**config.mk**
```make
export PLATFORM = sky130hd
export DESIGN_NAME = portal_mmio_bridge_flat
export DESIGN_NICKNAME = d
export VERILOG_FILES = /design/src/rtl/portal_bridge_pkg.sv /design/src/rtl/portal_mmio_bridge_if.sv /design/src/rtl/portal_mmio_bridge.sv /design/src/flat_wrapper.sv
export SDC_FILE = /design/constraint.sdc
export NUM_CORES = 1
export LEC_CHECK = 0
export ABC_CLOCK_PERIOD_IN_PS = 4450
export CAP_MARGIN = 20
export CORE_UTILIZATION = 35
export CTS_BUF_LIST = sky130_fd_sc_hd__clkbuf_8
export DETAILED_ROUTE_END_ITERATION = 8
export PLACE_DENSITY = 0.73
export SLEW_MARGIN = 20
export SYNTH_ARGS = -nofsm -noshare
export SYNTH_HDL_FRONTEND = slang
export SYNTH_SLANG_ARGS = --single-unit
```
**constraint.sdc**
```tcl
create_clock -name CLK -period 4.45 [get_ports CLK]
set_clock_uncertainty 0.15 [all_clocks]
set_input_delay 0.6675 -clock CLK [delete_from_list [all_inputs] [get_ports CLK]]
set_output_delay 0.6675 -clock CLK [all_outputs]
set_load 0.005 [all_outputs]
```
**src/rtl/portal_bridge_pkg.sv**
```systemverilog
// portal_bridge_pkg: shared types and constants for the portal MMIO bridge.
// The mask offset is only decoded when PORTAL_IRQ_MASK_EN is defined.
package portal_bridge_pkg;

    typedef enum logic [2:0] {
        IDLE,
        WR_WAIT,
        RD_WAIT,
        WR_RESP,
        RD_RESP
    } state_t;

    localparam logic [3:0]  OFF_DATA     = 4'd0;
    localparam logic [3:0]  OFF_STATUS   = 4'd1;
    localparam logic [3:0]  OFF_INTR     = 4'd2;
    localparam logic [11:0] OFF_IRQ_MASK = 12'h200;
    localparam logic [31:0] ERR_DATA     = 32'hDEAD_0000;

endpackage

```
**src/rtl/portal_mmio_bridge_if.sv**
```systemverilog
// portal_mmio_bridge_if: single-beat valid/ready MMIO bus between CPU and bridge.
// master = CPU side, slave = bridge side.
interface portal_mmio_bridge_if #(
    parameter int ADDR_W = 12
);
    logic              wr_valid;
    logic              wr_ready;
    logic [ADDR_W-1:0] wr_addr;
    logic [31:0]       wr_data;
    logic              wr_resp_valid;
    logic              wr_resp_ready;
    logic              wr_resp_err;
    logic              rd_valid;
    logic              rd_ready;
    logic [ADDR_W-1:0] rd_addr;
    logic              rd_resp_valid;
    logic              rd_resp_ready;
    logic [31:0]       rd_resp_data;
    logic              rd_resp_err;

    modport master (
        output wr_valid, wr_addr, wr_data, wr_resp_ready,
        output rd_valid, rd_addr, rd_resp_ready,
        input  wr_ready, wr_resp_valid, wr_resp_err,
        input  rd_ready, rd_resp_valid, rd_resp_data, rd_resp_err
    );

    modport slave (
        input  wr_valid, wr_addr, wr_data, wr_resp_ready,
        input  rd_valid, rd_addr, rd_resp_ready,
        output wr_ready, wr_resp_valid, wr_resp_err,
        output rd_ready, rd_resp_valid, rd_resp_data, rd_resp_err
    );
endinterface

```
**src/rtl/portal_mmio_bridge.sv**
```systemverilog
// portal_mmio_bridge: MMIO reads/writes to portal select/enable handshakes.
// Define PORTAL_IRQ_MASK_EN to add the irq mask register at 0x200.
module portal_mmio_bridge
    import portal_bridge_pkg::*;
#(
    parameter int NUM_REQ = 3,
    parameter int NUM_IND = 2,
    parameter int TIMEOUT = 255,
    parameter int ADDR_W  = 12
) (
    input  logic                 CLK,
    input  logic                 RST_N,
    portal_mmio_bridge_if.slave  bus,
    output logic [1:0]           select_request,
    output logic [31:0]          request_enq_v,
    output logic                 en_request,
    input  logic                 rdy_request_enq,
    input  logic                 request_not_full,
    output logic [1:0]           select_indication,
    output logic                 en_indication,
    input  logic                 rdy_indication,
    input  logic [31:0]          indication_data,
    input  logic                 indication_not_empty,
    input  logic [31:0]          req_intr_channel,
    input  logic [31:0]          ind_intr_channel,
    output logic                 irq
);

    state_t      state_q, state_d;
    logic [7:0]  cnt_q, cnt_d;
    logic        dir_q, dir_d;
    logic [3:0]  off_q, off_d;
    logic [31:0] data_q, data_d;
    logic [31:0] rdata_q, rdata_d;
    logic        err_q, err_d;
    logic [1:0]  sel_req_q, sel_req_d;
    logic [1:0]  sel_ind_q, sel_ind_d;
`ifdef PORTAL_IRQ_MASK_EN
    logic [1:0]  mask_q, mask_d;
`endif

    logic              acc_rd;
    logic [ADDR_W-1:0] acc_addr;
    logic              a_dir;
    logic [1:0]        a_ch;
    logic [3:0]        a_off;
    logic              ch_ok, off_ok, a_ok, a_mask;
    logic              timed_out;
    logic [31:0]       stat_data;
    logic              en_req_c, en_ind_c;
    logic              unused_addr;

    // A simultaneous read wins, so the request address comes from the read port.
    assign acc_rd   = bus.rd_valid;
    assign acc_addr = acc_rd ? bus.rd_addr : bus.wr_addr;
    assign a_dir    = acc_addr[8];
    assign a_ch     = acc_addr[7:6];
    assign a_off    = acc_addr[5:2];
    assign unused_addr = ^acc_addr[1:0];

    assign ch_ok  = a_dir ? ({30'd0, a_ch} < 32'(NUM_IND))
                          : ({30'd0, a_ch} < 32'(NUM_REQ));
    assign off_ok = (a_off == OFF_STATUS) || (a_off == OFF_INTR) ||
                    ((a_off == OFF_DATA) && (a_dir == acc_rd));
    assign a_ok   = (acc_addr[ADDR_W-1:9] == '0) && ch_ok && off_ok;
`ifdef PORTAL_IRQ_MASK_EN
    assign a_mask = ({acc_addr[ADDR_W-1:2], 2'b00} == ADDR_W'(OFF_IRQ_MASK));
`else
    assign a_mask = 1'b0;
`endif

    assign timed_out = (cnt_q == 8'(TIMEOUT - 1));

    always_comb begin
        stat_data = '0;
        if (off_q == OFF_STATUS) begin
            stat_data[0] = dir_q ? indication_not_empty : request_not_full;
        end else begin
            stat_data = dir_q ? ind_intr_channel : req_intr_channel;
        end
    end

    always_comb begin
        state_d   = state_q;
        cnt_d     = cnt_q;
        dir_d     = dir_q;
        off_d     = off_q;
        data_d    = data_q;
        rdata_d   = rdata_q;
        err_d     = err_q;
        sel_req_d = sel_req_q;
        sel_ind_d = sel_ind_q;
`ifdef PORTAL_IRQ_MASK_EN
        mask_d    = mask_q;
`endif
        en_req_c  = 1'b0;
        en_ind_c  = 1'b0;
        unique case (state_q)
            IDLE: begin
                if (bus.rd_valid || bus.wr_valid) begin
                    dir_d = a_dir;
                    off_d = a_off;
                    cnt_d = '0;
                    if (!acc_rd) data_d = bus.wr_data;
                    unique case (1'b1)
                        a_mask: begin
                            err_d   = 1'b0;
                            rdata_d = '0;
`ifdef PORTAL_IRQ_MASK_EN
                            rdata_d = {30'd0, mask_q};
                            if (!acc_rd) mask_d = bus.wr_data[1:0];
`endif
                            state_d = acc_rd ? RD_RESP : WR_RESP;
                        end
                        a_ok: begin
                            err_d = 1'b0;
                            if (a_dir) sel_ind_d = a_ch;
                            else       sel_req_d = a_ch;
                            state_d = acc_rd ? RD_WAIT : WR_WAIT;
                        end
                        default: begin
                            err_d   = 1'b1;
                            rdata_d = ERR_DATA;
                            state_d = acc_rd ? RD_RESP : WR_RESP;
                        end
                    endcase
                end
            end
            WR_WAIT: begin
                if (off_q != OFF_DATA) begin
                    state_d = WR_RESP;
                end else if (rdy_request_enq) begin
                    en_req_c = 1'b1;
                    state_d  = WR_RESP;
                end else if (timed_out) begin
                    err_d   = 1'b1;
                    rdata_d = ERR_DATA;
                    state_d = WR_RESP;
                end else begin
                    cnt_d = cnt_q + 8'd1;
                end
            end
            RD_WAIT: begin
                if (off_q != OFF_DATA) begin
                    rdata_d = stat_data;
                    state_d = RD_RESP;
                end else if (rdy_indication) begin
                    en_ind_c = 1'b1;
                    rdata_d  = indication_data;
                    state_d  = RD_RESP;
                end else if (timed_out) begin
                    err_d   = 1'b1;
                    rdata_d = ERR_DATA;
                    state_d = RD_RESP;
                end else begin
                    cnt_d = cnt_q + 8'd1;
                end
            end
            WR_RESP: if (bus.wr_resp_ready) state_d = IDLE;
            RD_RESP: if (bus.rd_resp_ready) state_d = IDLE;
            default: state_d = IDLE;
        endcase
    end

    always_ff @(posedge CLK) begin
        if (!RST_N) begin
            state_q   <= IDLE;
            cnt_q     <= '0;
            dir_q     <= 1'b0;
            off_q     <= '0;
            data_q    <= '0;
            rdata_q   <= '0;
            err_q     <= 1'b0;
            sel_req_q <= '0;
            sel_ind_q <= '0;
`ifdef PORTAL_IRQ_MASK_EN
            mask_q    <= '0;
`endif
        end else begin
            state_q   <= state_d;
            cnt_q     <= cnt_d;
            dir_q     <= dir_d;
            off_q     <= off_d;
            data_q    <= data_d;
            rdata_q   <= rdata_d;
            err_q     <= err_d;
            sel_req_q <= sel_req_d;
            sel_ind_q <= sel_ind_d;
`ifdef PORTAL_IRQ_MASK_EN
            mask_q    <= mask_d;
`endif
        end
    end

    // wr_ready drops while a read is offered so a yielded write is not lost.
    assign bus.rd_ready      = RST_N && (state_q == IDLE);
    assign bus.wr_ready      = RST_N && (state_q == IDLE) && !bus.rd_valid;
    assign bus.rd_resp_valid = RST_N && (state_q == RD_RESP);
    assign bus.wr_resp_valid = RST_N && (state_q == WR_RESP);
    assign bus.rd_resp_data  = rdata_q;
    assign bus.rd_resp_err   = err_q;
    assign bus.wr_resp_err   = err_q;

    assign select_request    = sel_req_q;
    assign select_indication = sel_ind_q;
    assign request_enq_v     = data_q;
    assign en_request        = RST_N && en_req_c;
    assign en_indication     = RST_N && en_ind_c;

`ifdef PORTAL_IRQ_MASK_EN
    assign irq = RST_N && (((req_intr_channel != '0) && mask_q[0]) ||
                           ((ind_intr_channel != '0) && mask_q[1]));
`else
    assign irq = RST_N && ((req_intr_channel != '0) || (ind_intr_channel != '0));
`endif

endmodule

```
**src/flat_wrapper.sv**
```systemverilog
// flat-port wrapper written by rule: the top's interface ports become plain ports
module portal_mmio_bridge_flat import portal_bridge_pkg::*;
#(
    parameter int NUM_REQ = 3,
    parameter int NUM_IND = 2,
    parameter int TIMEOUT = 255,
    parameter int ADDR_W  = 12
)
  (CLK, RST_N, select_request, request_enq_v, en_request, rdy_request_enq, request_not_full, select_indication, en_indication, rdy_indication, indication_data, indication_not_empty, req_intr_channel, ind_intr_channel, irq, bus_wr_valid, bus_wr_addr, bus_wr_data, bus_wr_resp_ready, bus_rd_valid, bus_rd_addr, bus_rd_resp_ready, bus_wr_ready, bus_wr_resp_valid, bus_wr_resp_err, bus_rd_ready, bus_rd_resp_valid, bus_rd_resp_data, bus_rd_resp_err);
  portal_mmio_bridge_if #(.ADDR_W(ADDR_W)) bus_i ();
  input  logic CLK;
  input  logic RST_N;
  output logic [1:0] select_request;
  output logic [31:0] request_enq_v;
  output logic en_request;
  input  logic rdy_request_enq;
  input  logic request_not_full;
  output logic [1:0] select_indication;
  output logic en_indication;
  input  logic rdy_indication;
  input  logic [31:0] indication_data;
  input  logic indication_not_empty;
  input  logic [31:0] req_intr_channel;
  input  logic [31:0] ind_intr_channel;
  output logic irq;
  input wire logic [$bits(bus_i.wr_valid)-1:0] bus_wr_valid;
  input wire logic [$bits(bus_i.wr_addr)-1:0] bus_wr_addr;
  input wire logic [$bits(bus_i.wr_data)-1:0] bus_wr_data;
  input wire logic [$bits(bus_i.wr_resp_ready)-1:0] bus_wr_resp_ready;
  input wire logic [$bits(bus_i.rd_valid)-1:0] bus_rd_valid;
  input wire logic [$bits(bus_i.rd_addr)-1:0] bus_rd_addr;
  input wire logic [$bits(bus_i.rd_resp_ready)-1:0] bus_rd_resp_ready;
  output wire logic [$bits(bus_i.wr_ready)-1:0] bus_wr_ready;
  output wire logic [$bits(bus_i.wr_resp_valid)-1:0] bus_wr_resp_valid;
  output wire logic [$bits(bus_i.wr_resp_err)-1:0] bus_wr_resp_err;
  output wire logic [$bits(bus_i.rd_ready)-1:0] bus_rd_ready;
  output wire logic [$bits(bus_i.rd_resp_valid)-1:0] bus_rd_resp_valid;
  output wire logic [$bits(bus_i.rd_resp_data)-1:0] bus_rd_resp_data;
  output wire logic [$bits(bus_i.rd_resp_err)-1:0] bus_rd_resp_err;
  assign bus_i.wr_valid = bus_wr_valid;
  assign bus_i.wr_addr = bus_wr_addr;
  assign bus_i.wr_data = bus_wr_data;
  assign bus_i.wr_resp_ready = bus_wr_resp_ready;
  assign bus_i.rd_valid = bus_rd_valid;
  assign bus_i.rd_addr = bus_rd_addr;
  assign bus_i.rd_resp_ready = bus_rd_resp_ready;
  assign bus_wr_ready = bus_i.wr_ready;
  assign bus_wr_resp_valid = bus_i.wr_resp_valid;
  assign bus_wr_resp_err = bus_i.wr_resp_err;
  assign bus_rd_ready = bus_i.rd_ready;
  assign bus_rd_resp_valid = bus_i.rd_resp_valid;
  assign bus_rd_resp_data = bus_i.rd_resp_data;
  assign bus_rd_resp_err = bus_i.rd_resp_err;
  portal_mmio_bridge #(.NUM_REQ(NUM_REQ), .NUM_IND(NUM_IND), .TIMEOUT(TIMEOUT), .ADDR_W(ADDR_W)) u_core (.CLK(CLK), .RST_N(RST_N), .bus(bus_i), .select_request(select_request), .request_enq_v(request_enq_v), .en_request(en_request), .rdy_request_enq(rdy_request_enq), .request_not_full(request_not_full), .select_indication(select_indication), .en_indication(en_indication), .rdy_indication(rdy_indication), .indication_data(indication_data), .indication_not_empty(indication_not_empty), .req_intr_channel(req_intr_channel), .ind_intr_channel(ind_intr_channel), .irq(irq));
endmodule
```
# After elaboration in Yosys (flattened, before gate mapping)
# Cells that the tools add are included.
[classes] n_addsub=1 n_mul=0 div_mod_pow=0 n_lt_le_gt_ge=2 eq_ne=19 n_shift=0 muxes=48 n_bitwise=2 n_reduce_logical=29
[op_table] cell="2-to-1 mux 32 bit" n=8
[op_table] cell="one-hot mux 32 bit (3 select lines)" n=1
[op_table] cell="nonzero test 32 bit" n=2
[op_table] cell="2-to-1 mux 8 bit" n=6
[op_table] cell="2-to-1 mux 3 bit" n=11
[op_table] cell="2-to-1 mux 31 bit" n=1
[op_table] cell="one-hot mux 8 bit (3 select lines)" n=1
[op_table] cell="2-to-1 mux 1 bit" n=16
[op_table] cell="one-hot mux 3 bit (5 select lines)" n=1
[op_table] cell="inequality test 2 bit (second input constant)" n=7
[op_table] cell="2-to-1 mux 12 bit" n=1
[op_table] cell="logical AND 1 bit" n=10
[op_table] cell="AND reduction 5 bit" n=2
[op_table] cell="adder 8 x 1 -> 8 bit (second input constant)" n=1
[op_table] cell="== test 4 x 1 -> 1 bit (second input constant)" n=2
[op_table] cell="== test 8 bit (second input constant)" n=1
[op_table] cell="inequality test 4 x 2 -> 1 bit (second input constant)" n=2
[op_table] cell="AND reduction 4 bit" n=2
[op_table] cell="== test 3 x 2 -> 1 bit (second input constant)" n=2
[op_table] cell="logical NOT 3 bit" n=2
[op_table] cell="AND reduction 6 bit" n=1
[op_table] cell="== test 4 x 2 -> 1 bit (second input constant)" n=1
[op_table] cell="logical NOT 4 bit" n=1
[op_table] cell="logical OR 1 bit" n=4
[op_table] cell="other kinds (13)" n=15
[word_totals] reg_bits=85 latch_bits=0 ram_bits=0 romBits=0 inputBits=162 output_inout_bits=77 word_cells=110 mem_count=0

# Longest topological paths before layout
# Gate-level depths: netlist of run 1.
[logic_depth] ltp_word=8 mapped_depth=8 mapped_depth_nobuf=7

# Least setup slack after synthesis of run 1
# OpenSTA, ideal clock, no wires.
[synth_path] path_type="input to register" startpoint="input port bus_rd_valid" endpoint="register u_core.rdata_q[10], in the netlist u_core.bus.rd_resp_data[10]" setup_time_ns=0.083 arrival_time_ns=2.267 required_time_ns=4.217 path_slack_ns=1.951 stages=7 path_buffers=2 cell_sequence="buf_6 > mux2_4 > o21a_1 > or4b_4 > a31o_4 > buf_6 > o221ai_2"
[synth_via] elab_chain_len=7 elab_cells_between_ends=18 cone_classes="order compare (2); eq/ne (5); mux (2); reduce/logical (9)"
[synth_lines] element="start, declared" line_no="flat_wrapper.sv:30" text="input wire logic [$bits(bus_i.rd_valid)-1:0] bus_rd_valid;"
[synth_lines] element="2-to-1 mux 12 bit" line_no="portal_mmio_bridge.sv:55" text="assign acc_addr = acc_rd ? bus.rd_addr : bus.wr_addr;"
[synth_lines] element="< comparator 2 bit (tied with other cells)" line_no="portal_mmio_bridge.sv:62" text=": ({30'd0, a_ch} < 32'(NUM_REQ));"
[synth_lines] element="2-to-1 mux 1 bit (tied with other cells)" line_no="portal_mmio_bridge.sv:61" text="assign ch_ok = a_dir ? ({30'd0, a_ch} < 32'(NUM_IND))"
[synth_lines] element="logical AND 1 bit / logical OR 1 bit (equally long branches)" line_no="portal_mmio_bridge.sv:65, portal_mmio_bridge.sv:63"
[synth_lines] element="logical AND 1 bit" line_no="portal_mmio_bridge.sv:65" text="assign a_ok = (acc_addr[ADDR_W-1:9] == '0) && ch_ok && off_ok;"
[synth_lines] element="inequality test 2 bit (no source line)"
[synth_lines] element="AND reduction 5 bit (no source line) *"
[synth_lines] element="end signal, assigned" line_no="portal_mmio_bridge.sv:185" text="rdata_q <= rdata_d;"
[synth_lines] element="end, declared" line_no="portal_mmio_bridge.sv:34" text="logic [31:0] rdata_q, rdata_d;"
# Mark *: on every way between the ends. The rest lies on a longest branch, timed or not.
# A chain may end at the register's enable or synchronous reset.

# Worst setup path in the final report of run 1
[layout_path] startpoint="input port ind_intr_channel[16]" endpoint="output port irq"
[layout_via] elab_chain_len=3
[layout_lines] element="start, declared" line_no="flat_wrapper.sv:24" text="input logic [31:0] ind_intr_channel;"
[layout_lines] element="nonzero test 32 bit" line_no="portal_mmio_bridge.sv:214" text="assign irq = RST_N && ((req_intr_channel != '0) || (ind_intr_channel != '0));"
[layout_lines] element="logical OR 1 bit" line_no="portal_mmio_bridge.sv:214"
[layout_lines] element="logical AND 1 bit" line_no="portal_mmio_bridge.sv:214"
[layout_lines] element="end, declared" line_no="flat_wrapper.sv:25" text="output logic irq;"
# No other way between the ends.

==> impl_metrics.env, run 1 <==
export IMPL_synth_area_mux_share_pct=6.651
export IMPL_cp_start_kind="input pin"
export IMPL_grt_setup_unrepaired="no"
export IMPL_grt_max_degree=63
export IMPL_postRouteAntennaNets=0
export IMPL_slowest_stage="nor4_1"
export IMPL_syn_avg_cell_area_um2=7.791
export IMPL_cts_resized_gates=0
export IMPL_maxSlewViolCount=0
export IMPL_switching_share_pct=43.20
export IMPL_insertion_delay_ns=0.37
export IMPL_timing_hold_ws_ns=0.2885
export IMPL_synthSimpleGateAreaFrac_pct=22.61
export IMPL_cts_clk_slew_worst_paths_ns=0.08
export IMPL_dieArea_mm2=0.01461
export IMPL_synthTopCellsByArea="dfxtp_1 34%, a21oi_1 8.4%, nand2_1 7.5%, o221ai_2 5.8%, mux2i_1 5.7%"
export IMPL_clock_sinks=85
export IMPL_final_cells=1025
export IMPL_fmax_mhz=276.7
export IMPL_cts_made_buffers=9
export IMPL_r2r_start="u_core.off_q[0]$_SDFFE_PN0P_"
export IMPL_antenna_found_initial=0
export IMPL_drt_iter0_markers=527
export IMPL_postCtsSetupRepairBufs=0
export IMPL_clock_path_buffers=2
export IMPL_p_switching_mw=1.459
export IMPL_htreeDepth=3
export IMPL_path_cells="clkdlybuf4s50_1 > nor4_1 > nand4_1 > nor4_1 > nor2_1 > clkdlybuf4s50_1"
export IMPL_setup_viol_count_final=0
export IMPL_ys_seq_area_share_pct=34.40
export IMPL_outcome="finished, final reports clean"
export IMPL_maxSlewHeadroom_pct=26.48
export IMPL_synthArstFlopShare_pct=0
export IMPL_maxCapViolations=0
export IMPL_combPwrFrac_pct=51.1
export IMPL_path_class="in -> out"
export IMPL_syn_to_final_growth_pct=52.71
export IMPL_yosysMostFrequentCell="nand2_1"
export IMPL_end_kind="output port"
export IMPL_rrSetupSlack_ns=1.42
export IMPL_dp_hpwl_um=12860
export IMPL_synth_compound_area_share_pct=29.03
export IMPL_layout_drive_gt1_share_pct=7.692
export IMPL_grt_first_pass_wirelength_um=26450
export IMPL_routed_wl_um=17320
export IMPL_regToRegEndpoint="u_core.cnt_q[1]$_SDFFE_PN0P_"
export IMPL_wl_per_cell_um=16.90
export IMPL_postSynthCellCount=635
export IMPL_fin_nets=1005
export IMPL_arrival_ns=2.80
export IMPL_yosysWarnings=0
export IMPL_synth_fa_ha_area_share_pct=0.7587
export IMPL_worst_pin_slew_ns=1.103
export IMPL_placed_cell_area_mm2=0.007382
export IMPL_overflow=0
export IMPL_finalSetupTns_ns=0
export IMPL_fp_dieH_um=120.9
export IMPL_cts_tree="done"
export IMPL_p_seq_share_pct=34.0
export IMPL_hold_viol_final=0
export IMPL_hold_depth=2
export IMPL_min_to="u_core.select_indication[1]$_SDFFE_PN0P_"
export IMPL_port_buffers=234
export IMPL_ctsHoldBuffers=0
export IMPL_dieWidth_um=120.9
export IMPL_post_route_min_period_ns=3.614
export IMPL_fin_crit_sh_pct=81.22
export IMPL_p_per_area_mw_per_mm2=447.1
export IMPL_ys_seq_elements=85
export IMPL_synth_top_family_by_area="compound AO/OA/AOI/OAI gates"
export IMPL_synth_fp_nets=800
export IMPL_vias=5481
export IMPL_gp_congestion=0.8371
export IMPL_cp_max_fo=2
export IMPL_synth_cell_types=52
export IMPL_fp_row_count=43
export IMPL_synth_area_leader_cell="dfxtp_1"
export IMPL_io_pins=239
export IMPL_worst_ir_drop_vdd_mv=0.1839
export IMPL_synth_edff_count=0
export IMPL_p_leak_nw=2.566
export IMPL_post_place_cells=1009
export IMPL_netlist_area_leader_share_pct=34.40
export IMPL_via_per_inst=5.347
export IMPL_core_mm2=0.01383
export IMPL_r2r_cells=5
export IMPL_firstDrtPassIters=5
export IMPL_antenna_diode_count=0
export IMPL_fin_area_mm2=0.007555
export IMPL_synth_top_flop_cell="dfxtp_1"
export IMPL_synth_top_cells_by_count="99 x nand2_1, 85 x dfxtp_1, 83 x a21oi_1, 41 x nor2_1, 40 x clkbuf_1"
export IMPL_crit_required_ns=3.63
export IMPL_max_stage_delay_ns=0.49
export IMPL_drc=0
export IMPL_clkPwrFrac_pct=14.9
export IMPL_synthXorXnorAreaFrac_pct=0.1770
export IMPL_start_util_pct=35.78
export IMPL_clock_root_buffer="clkbuf_8"
export IMPL_grt_pass1_vias=4995
export IMPL_grt_usage_pct=23.26
export IMPL_p_int_mw=1.919
export IMPL_hold_start="u_core.select_indication[1]$_SDFFE_PN0P_"
export IMPL_min_path_type="reg -> reg"
export IMPL_syn_cell_area_mm2=0.004947
-- registers in the layout (all words and copies together) (netlist names) --
name	flops
u_core.bus.rd_resp_data	32
u_core.request_enq_v	32
u_core.cnt_q	8
u_core.off_q	4
u_core.state_q	3
u_core.select_indication	2
u_core.select_request	2
u_core.bus.rd_resp_err	1
u_core.dir_q	1
-- logic make-up after synthesis --
group           after synthesis
simple gates                232
compound gates              206
flops                        85
buf+inv                      76
mux                          32
fa+ha+maj                     3
xor+xnor                      1
-- power by group through the flow --
stage	Combinational, mW	Sequential (mW)	Clock (mW)
3_3_place_gp	1.70	1.15	0
5_1_grt	1.89	1.18	0.557
6_report	1.73	1.15	0.504
3_5_place_dp	1.71	1.16	0
4_1_cts	1.72	1.15	0.520
2_1_floorplan	1.11	1.06	0
-- cell type report --
cell class                 count  area [um^2]
inverter                      26        97.59
tap                          180        225.2
clock inverter                 7        48.80
timing repair buffer         244         2417
clock buffer                   9        123.9
fill                        1337         6272
sequential                    85         1703
multi-input combinational    474         2939
-- metal layers --
metal / routed length (um) / GRT usage [%] / up-vias
li1: - / - / 2734
met1: 7606 / 29.87 / 2556
met2: 8276 / 38.64 / 166
met3: 1060 / 4.182 / 25
met4: 379 / 8.719 / 0
met5: 0 / 0 / -
-- per-stage QoR --
step	power, mW	worst slack, ns	util (%)
after floorplan	2.166	1.951	-
after global placement	2.850	0.7847	53.39
after detailed placement	2.878	0.8130	53.39
after CTS	3.389	0.7982	54.64
after global routing	3.621	0.7913	54.64
final	3.378	0.8359	54.64
-- how the worst max path moves through the flow --
stage | from | to | slack (ns) | cells after the start
floorplan | bus_rd_valid | u_core.bus.rd_resp_data[10]$_SDFFE_PN0P_ | 1.95 | 7
global placement | ind_intr_channel[16] | irq | 0.78 | 6
detailed placement | ind_intr_channel[16] | irq | 0.81 | 6
CTS | ind_intr_channel[16] | irq | 0.80 | 6
global route | ind_intr_channel[16] | irq | 0.79 | 6
finish | ind_intr_channel[16] | irq | 0.84 | 6
-- placed cells by master, fill, tap and decap left out, drive strengths merged, types with 7 or more instances in the layout --
master,netlist,final
clkdlybuf4s50,0,234
nand2,99,99
dfxtp,85,85
a21oi,83,83
nor2,41,41
a211oi,28,28
mux2i,28,28
inv,26,28
a31oi,21,21
o21ai,21,21
o221ai,21,21
nor4,20,20
nor3,20,20
nor2b,13,13
o21bai,12,12
buf,10,10
clkbuf,40,9
nand4,7,7
-- worst max-delay path, delay by kind of cell --
| family | cells | cell delay (ns) |
|---|---|---|
| AND/OR/NAND/NOR | 4 | 1.17 |
| buffers and inverters | 2 | 0.95 |
No activity file was read; power rests on OpenSTA's default activity.
==> run 2, diff against run 1 <==
--- a/config.mk
+++ b/config.mk
@@ -5,7 +5,7 @@
 export SDC_FILE = /design/constraint.sdc
 export NUM_CORES = 1
 export LEC_CHECK = 0
-export ABC_CLOCK_PERIOD_IN_PS = 4450
+export ABC_CLOCK_PERIOD_IN_PS = 3500
 export CAP_MARGIN = 20
 export CORE_UTILIZATION = 35
 export CTS_BUF_LIST = sky130_fd_sc_hd__clkbuf_8
==> constraint.sdc (replaced) <==
create_clock -name CLK -period 3.5 [get_ports CLK]
set_clock_uncertainty 0.15 [all_clocks]
set_input_delay 0.525 -clock CLK [delete_from_list [all_inputs] [get_ports CLK]]
set_output_delay 0.525 -clock CLK [all_outputs]
set_load 0.005 [all_outputs]
==> impl_metrics.env, run 2 (synthesis results as in run 1) <==
export IMPL_antenna_diode_count=0
export IMPL_clock_root_buffer="clkbuf_8"
export IMPL_post_place_cells=1021
export IMPL_fin_crit_sh_pct=97.25
export IMPL_routed_wl_um=17140
export IMPL_fp_dieH_um=120.9
export IMPL_cts_resized_gates=0
export IMPL_core_mm2=0.01383
export IMPL_grt_usage_pct=23.08
export IMPL_clock_sinks=85
export IMPL_postRouteAntennaNets=0
export IMPL_cts_made_buffers=9
export IMPL_final_common_cell="clkdlybuf4s50_1"
export IMPL_worst_ir_drop_vdd_mv=0.3111
export IMPL_layout_drive_gt1_share_pct=8.985
export IMPL_end_kind="output port"
export IMPL_drc=0
export IMPL_postCtsSetupRepairBufs=0
export IMPL_antenna_found_initial=0
export IMPL_hold_viol_final=0
export IMPL_syn_to_final_growth_pct=55.03
export IMPL_dieWidth_um=120.9
export IMPL_cp_start_kind="input pin"
export IMPL_fmax_mhz=293.8
export IMPL_grt_setup_unrepaired="no"
export IMPL_p_leak_nw=2.642
export IMPL_cp_max_fo=2
export IMPL_final_cell_mix="234 x clkdlybuf4s50_1, 99 x nand2_1, 84 x dfxtp_1, 83 x a21oi_1, 40 x nor2_1"
export IMPL_grt_first_pass_wirelength_um=26220
export IMPL_cts_tree="done"
export IMPL_io_pins=239
export IMPL_cts_clk_slew_worst_paths_ns=0.08
export IMPL_maxCapViolations=0
export IMPL_post_route_min_period_ns=3.404
export IMPL_firstDrtPassIters=5
export IMPL_outcome="finished, final reports clean"
export IMPL_fillers=1294
export IMPL_p_per_area_mw_per_mm2=574.0
export IMPL_gp_congestion=0.8699
export IMPL_start_util_pct=35.78
export IMPL_fin_nets=1017
export IMPL_crit_required_ns=2.82
export IMPL_min_path_type="reg -> reg"
export IMPL_overflow=0
export IMPL_via_per_inst=5.365
export IMPL_maxSlewHeadroom_pct=42.93
export IMPL_htreeDepth=3
export IMPL_dieArea_mm2=0.01461
export IMPL_arrival_ns=2.73
export IMPL_maxSlewViolCount=0
export IMPL_ctsHoldBuffers=0
export IMPL_setup_viol_count_final=0
export IMPL_path_class="in -> out"
export IMPL_finalSetupTns_ns=0
export IMPL_wl_per_cell_um=16.53
export IMPL_worst_pin_slew_ns=0.8560
export IMPL_fp_row_count=43
export IMPL_port_buffers=234
export IMPL_final_util_pct=55.47
export IMPL_drt_iter0_markers=369
export IMPL_timing_hold_ws_ns=0.2871
export IMPL_vias=5564
export IMPL_final_cells=1037
export IMPL_grt_max_degree=63
export IMPL_dp_hpwl_um=12790
export IMPL_insertion_delay_ns=0.37
export IMPL_clock_path_buffers=2
export IMPL_grt_pass1_vias=4944
-- run 2: cell count changes in the layout (fill, tap and decap cells not counted), sizes merged --
| cell | before | now |
|---|---|---|
| buf | 10 | 22 |
| bufinv | 0 | 1 |
| clkinvlp | 1 | 0 |
-- run 2: worst max-delay path, stage by stage --
cell             delay, ns
clkdlybuf4s50_1       0.48
nor4_1                0.34
buf_4                 0.17
nand4_1               0.08
nor4_1                0.46
buf_4                 0.19
nor2_1                0.03
clkdlybuf4s50_1       0.46
-- run 2: path summary, 6_finish.rpt --
| path | to | slack (ns) | from | cells after the start |
|---|---|---|---|---|
| hold reg to reg | u_core.select_indication[1]$_SDFFE_PN0P_ | 0.29 | u_core.select_indication[1]$_SDFFE_PN0P_ | 2 |
| setup reg to reg | u_core.cnt_q[1]$_SDFFE_PN0P_ | 0.97 | u_core.off_q[0]$_SDFFE_PN0P_ | 5 |
| setup / recovery | irq | 0.1 | ind_intr_channel[16] | 8 |
| hold / removal | u_core.select_indication[1]$_SDFFE_PN0P_ | 0.29 | u_core.select_indication[1]$_SDFFE_PN0P_ | 2 |
-- run 2: area by class of cell --
type                            instances  area, um^2  area share [%]
Clock inverter                          7       73.82          0.9625
Tap cell                              180       225.2           2.936
Clock buffer                            9       123.9           1.615
Sequential cell                        85        1703           22.20
Timing Repair Buffer                  256        2507           32.69
Multi-Input combinational cell        474        2939           38.32
Inverter                               26       97.59           1.272
-- run 2: metal layers --
metal,vias to the layer above,track usage (%),share of wire [%]
met2,177,36.93,47
met4,0,9.645,2.5
met3,30,3.712,5.7
li1,2765,-,-
met1,2592,30.67,44
met5,-,0,0
-- run 2: stage by stage --
step / total power, mW / instance area (um^2) / setup WS, ns
6_report: 4.403 / 7670 / 0.09627
3_3_place_gp: 3.663 / 7472 / 0.1460
3_5_place_dp: 3.686 / 7472 / 0.09099
5_1_grt: 4.712 / 7670 / 0.04167
4_1_cts: 4.411 / 7670 / 0.07851
2_1_floorplan: 2.754 / 4947 / 1.143
-- run 2: report_power, final --
part           switching [mW]  internal (mW)
clock network           0.385          0.335
logic                    1.20           1.04
registers               0.266           1.17
total                    1.86           2.55
